===== config.mk =====
export PLATFORM = sky130hd
export DESIGN_NAME = rv32i_exec_unit
export DESIGN_NICKNAME = d
export VERILOG_FILES = /design/src/rtl/alu_types.sv /design/src/rtl/alu_behavioural.sv /design/src/rtl/register.sv /design/src/rtl/register_file.sv /design/src/rtl/rv32i_exec_unit.sv
export SDC_FILE = /design/constraint.sdc
export NUM_CORES = 2
export LEC_CHECK = 0
export CORE_ASPECT_RATIO = 0.5
export CORE_MARGIN = 2
export CORE_UTILIZATION = 40
export CTS_BUF_LIST = sky130_fd_sc_hd__clkbuf_4 sky130_fd_sc_hd__clkbuf_8
export DETAILED_ROUTE_END_ITERATION = 7
export SLEW_MARGIN = 20
export SYNTH_ARGS = -nofsm -noshare
export SYNTH_HDL_FRONTEND = slang
export SYNTH_SLANG_ARGS = --single-unit

===== constraint.sdc =====
create_clock -name clk -period 6.75 [get_ports clk]
set_clock_uncertainty 0.2 [all_clocks]
set_input_delay 1.0125 -clock clk [delete_from_list [all_inputs] [get_ports clk]]
set_output_delay 1.0125 -clock clk [all_outputs]
set_load 0.02 [all_outputs]

===== src/rtl/alu_types.sv =====
// Shared ALU operation encoding for the rv32i execution datapath.
package alu_types;

    typedef enum logic [3:0] {
        INVALID = 4'b0000,
        AND     = 4'b0001,
        OR      = 4'b0010,
        XOR     = 4'b0011,
        SLL     = 4'b0101,
        SRL     = 4'b0110,
        SRA     = 4'b0111,
        ADD     = 4'b1000,
        SUB     = 4'b1100,
        SLT     = 4'b1101,
        SLTU    = 4'b1111
    } alu_control_t;

    function automatic string alu_control_name(input alu_control_t op);
        case (op)
            INVALID: return "INVALID";
            AND:     return "AND";
            OR:      return "OR";
            XOR:     return "XOR";
            SLL:     return "SLL";
            SRL:     return "SRL";
            SRA:     return "SRA";
            ADD:     return "ADD";
            SUB:     return "SUB";
            SLT:     return "SLT";
            SLTU:    return "SLTU";
            default: return "UNKNOWN";
        endcase
    endfunction

endpackage


===== src/rtl/alu_behavioural.sv =====
// Combinational rv32i ALU with signed-overflow, zero and equality flags.
module alu_behavioural
    import alu_types::*;
(
    input  logic [31:0]  a,
    input  logic [31:0]  b,
    input  alu_control_t alu_control,
    output logic [31:0]  result,
    output logic         overflow,
    output logic         zero,
    output logic         equal
);

    logic signed [31:0] a_s;
    logic signed [31:0] b_s;
    logic signed [31:0] sum;
    logic signed [31:0] diff;

    assign a_s  = signed'(a);
    assign b_s  = signed'(b);
    assign sum  = a_s + b_s;
    assign diff = a_s - b_s;

    always_comb begin
        result   = '0;
        overflow = 1'b0;
        case (alu_control)
            ADD: begin
                result   = sum;
                overflow = (a_s[31] == b_s[31]) && (sum[31] != a_s[31]);
            end
            SUB: begin
                result   = diff;
                overflow = (a_s[31] != b_s[31]) && (diff[31] != a_s[31]);
            end
            AND:     result = a & b;
            OR:      result = a | b;
            XOR:     result = a ^ b;
            SLL:     result = a << b[4:0];
            SRL:     result = a >> b[4:0];
            SRA:     result = a_s >>> b[4:0];
            SLT:     result = {31'd0, a_s < b_s};
            SLTU:    result = {31'd0, a < b};
            default: result = '0;
        endcase
    end

    assign zero  = (result == 32'd0);
    assign equal = (a == b);

endmodule


===== src/rtl/register.sv =====
// Generic N-bit load-enable register with asynchronous active-low reset.
module register #(
    parameter int              N     = 32,
    parameter logic [N-1:0]    RESET = '0
) (
    input  logic         clk,
    input  logic         rst,
    input  logic         ena,
    input  logic [N-1:0] d,
    output logic [N-1:0] q
);

    always_ff @(posedge clk or negedge rst) begin
        if (!rst) begin
            q <= RESET;
        end else if (ena) begin
            q <= d;
        end
    end

endmodule


===== src/rtl/register_file.sv =====
// 32 x 32-bit integer register file: two combinational read ports, one write port, x0 hardwired to 0.
module register_file (
    input  logic        clk,
    input  logic        rst,
    input  logic        ena,
    input  logic [4:0]  rs1,
    input  logic [4:0]  rs2,
    output logic [31:0] reg_data1,
    output logic [31:0] reg_data2,
    input  logic        reg_write,
    input  logic [4:0]  rd,
    input  logic [31:0] rfile_wr_data
);

    logic [31:0] regs [0:31];

    // Entry 0 is never written, so it stays at its reset value of 0.
    always_ff @(posedge clk or negedge rst) begin
        if (!rst) begin
            for (int i = 0; i < 32; i++) begin
                regs[i] <= '0;
            end
        end else if (ena && reg_write && (rd != 5'd0)) begin
            regs[rd] <= rfile_wr_data;
        end
    end

    assign reg_data1 = (rs1 == 5'd0) ? 32'd0 : regs[rs1];
    assign reg_data2 = (rs2 == 5'd0) ? 32'd0 : regs[rs2];

endmodule


===== src/rtl/rv32i_exec_unit.sv =====
// Execution datapath slice: register file, behavioural ALU and the registered ALU result.
module rv32i_exec_unit
    import alu_types::*;
#(
    parameter logic [31:0] RESULT_RESET = 32'h0
) (
    input  logic         clk,
    input  logic         rst,
    input  logic         ena,
    input  logic [4:0]   rs1,
    input  logic [4:0]   rs2,
    output logic [31:0]  reg_data1,
    output logic [31:0]  reg_data2,
    input  logic         reg_write,
    input  logic [4:0]   rd,
    input  logic [31:0]  rfile_wr_data,
    input  logic [31:0]  src_a,
    input  logic [31:0]  src_b,
    input  alu_control_t alu_control,
    output logic [31:0]  alu_result,
    output logic         overflow,
    output logic         zero,
    output logic         equal,
    input  logic         result_ena,
    output logic [31:0]  alu_result_q
);

    register_file u_register_file (
        .clk           (clk),
        .rst           (rst),
        .ena           (ena),
        .rs1           (rs1),
        .rs2           (rs2),
        .reg_data1     (reg_data1),
        .reg_data2     (reg_data2),
        .reg_write     (reg_write),
        .rd            (rd),
        .rfile_wr_data (rfile_wr_data)
    );

    alu_behavioural u_alu (
        .a           (src_a),
        .b           (src_b),
        .alu_control (alu_control),
        .result      (alu_result),
        .overflow    (overflow),
        .zero        (zero),
        .equal       (equal)
    );

    register #(
        .N     (32),
        .RESET (RESULT_RESET)
    ) u_result_reg (
        .clk (clk),
        .rst (rst),
        .ena (ena && result_ena),
        .d   (alu_result),
        .q   (alu_result_q)
    );

endmodule


==> results.txt <==
Status: complete, no violations
Die H: 291 µm
# port buffers: 250
Final Power: 18100 µW
Slew margin rel.: 18.5%
Final instance area: 75900 µm²
Ys flop type: dfrtp_1
Clock buffer depth: 4
Top Family by Delay on Critical Path: simple AND/OR/NAND/NOR gates
Crit Path Category: input port to output pin
GRT Residual Overflow: 0
Register area share after synthesis: 40.0%
Final min period: 6.65 ns
Clock Tree Root: clkbuf_8
Iteration-0 DRC Markers: 4358
Synth unique cells: 101
EDFF count, synth: 0
Top-area cell type share of the netlist area: 40.0%
Maximum clock rate: 150 MHz
CP required: 5.54 ns
P&R area growth vs syn: 15.1%
Starting Density: 40.2%
Ranking of synthesized cells by area: dfrtp_1 (40%), mux4_2 (23%), mux2_2 (18%), mux2i_1 (2.7%), clkbuf_1 (2.2%)
Peak VDD IR: 0.126 mV
Final hold viol count: 0
# hold bufs at CTS: 0
Vias in the first global route: 49.3k
Area of the die: 168000 µm²
Rows: 105
Clk pin slew, worst setup/hold paths: 0.07 ns
Worst setup margin: 0.104 ns
DRT Pass-1 Iters: 5
CP Launch Type: input port
Synth cell count leaders: dfrtp_1 (1056), mux2_2 (1037), mux4_2 (682), clkbuf_1 (382), nor2_1 (218)
Met2 usage: 45.7%
Clock Latency Late Sink: 0.88 ns
Post-synthesis register bit count: 1056
Power per cell area: 238 nW/µm²
CP max-delay cell: or4_4
Buf+Inv Stages, Crit Path: 5
Synth area leader: dfrtp_1
GRT Overall Usage: 28.5%
Place WS: -0.0203 ns
Layout Nets: 5322
Global-route wire length before repair: 350000 µm
Cells along the critical path: clkdlybuf4s50_1, inv_1, ha_1, inv_1, fa_1, nor2b_1, o21bai_1, nand2_1, xnor2_1, a22oi_1, nand3_1, nor4_2, buf_4, nand3b_1, or4_4, or4_1, nor2_1, buf_4
Dpl hpwl: 154000 µm
Critical path peak fanout: 3
DP Area: 72400 µm²
DRT Wirelength: 240000 µm
Post-CTS Setup Inserts: 0
Final setup fails: 0
Max-Cap Viols: 0
Cell count after synthesis: 4852
Htree depth: 4
Mapped Avg Cell Area: 13.6 µm²
Number of clock buffers inserted by TritonCTS: 170
Worst Hold Class: input port to async pin
Most used routing layer: met2
Met1 global-route usage: 37.0%
Syn Nets: 5071
Clock sinks: 1056
CP Capture Type: output pin
Synth warn: 0
Ratio of cells with drive above 1 in the final layout: 47.7%
Period Utilization, post-route: 98.5%
Final Wtd Congestion: 1.02
Wirelength per Cell: 32.4 µm
Number of nets still failing antenna checks after routing: 0
DR vias: 47.2k
Most frequent cell after synthesis: dfrtp_1
Syn Std Cell Area: 66000 µm²
Leakage: 0.0334 µW
Asr flop ratio synth: 100%
Post-route DRC violation count: 0
Placed cell count: 7123
Worst-Margin Slew: 1.22 ns
Post-Layout Cell Count: 7412
CTS tree: built
Met3 Use GR: 5.09%
CP max stage delay: 0.59 ns
Core ar.: 164000 µm²
Initial antenna violation count: 20
Setup TNS Final: 0 ns
Fin. max-slew vios: 0
Vias per Instance: 6.37
Die extent in x: 578 µm
CP arrival: 5.43 ns
Top-level port count: 251
Largest net degree at the start of global routing: 200
RSZ-0062 raised after global routing: yes
==> cell families after synthesis <==
| family | synth area share, % |
|---|---|
| muxes | 43.7 |
| xor gates and xnor gates | 0.279 |
| AOI/OAI and AO/OA | 5.64 |
| DFF | 40.0 |
| and+or+nand+nor | 4.34 |
| buffers and inverters | 4.05 |
| adders and majority gates | 1.90 |
==> final timing paths <==
kind	start	end	slack [ns]	cells after the start
setup / recovery	src_a[0]	zero	0.10	18
hold / removal	rst	u_register_file.regs[762]	0.02	1
setup reg to reg	u_register_file.regs[159]	u_register_file.regs[159]	5.74	1
hold reg to reg	u_register_file.regs[1023]	u_register_file.regs[1023]	0.20	0
max in group asynchronous	rst	u_register_file.regs[258]	4.64	3
min in group clk	u_register_file.regs[1023]	u_register_file.regs[1023]	0.20	0
==> cell usage in the layout, fill, tap and decap left out, drive strengths merged, types with 42 or more instances in the layout <==
master / n
dfrtp: 1056
mux2: 1039
mux4: 682
buf: 398
clkbuf: 255
clkdlybuf4s50: 226
nor2: 218
mux2i: 179
nand2: 126
inv: 111
a21oi: 106
ha: 97
o21ai: 79
nor3: 45
o22ai: 43
nand3: 42
==> stage by stage <==
step                utilization [%]  hold WS [ns]
detailed placement             44.2         0.182
floorplan                         -         0.241
global placement               44.2         0.176
global route                   46.3        0.0530
finish                         46.3        0.0206
CTS                            46.3       0.00390
==> sequential cells by signal, summed over array words and instances, names as in the netlist <==
name,cells
u_register_file.regs,1024
u_result_reg.q,32
==> metal layers <==
metal	vias to the layer above	wire length [µm]
li1	19200	-
met1	25100	96300
met2	2209	114000
met3	597	16600
met4	8	13400
met5	-	49
==> timing repair <==
item	CTS	global route
gates cloned	0	0
endpoints found under the setup margin	1	7
resized for setup	3	9
pin swaps	1	1
==> power by group <==
group	internal, µW	switching [µW]
clock network	3130	2690
registers	7150	577
logic	2390	2140
total	12700	5410
==> final cells by class <==
cell class / instances / area [µm²]
Timing Repair Buffer: 626 / 5720
Inverter: 111 / 417
Tap cell: 2193 / 2740
Antenna cell: 10 / 25.0
Fill cell: 14400 / 88000
Multi-Input combinational cell: 3138 / 37200
Clock buffer: 255 / 3250
Sequential cell: 1056 / 26400
Clock inverter: 23 / 180
Note: power is estimated with default switching activity, not from simulation.
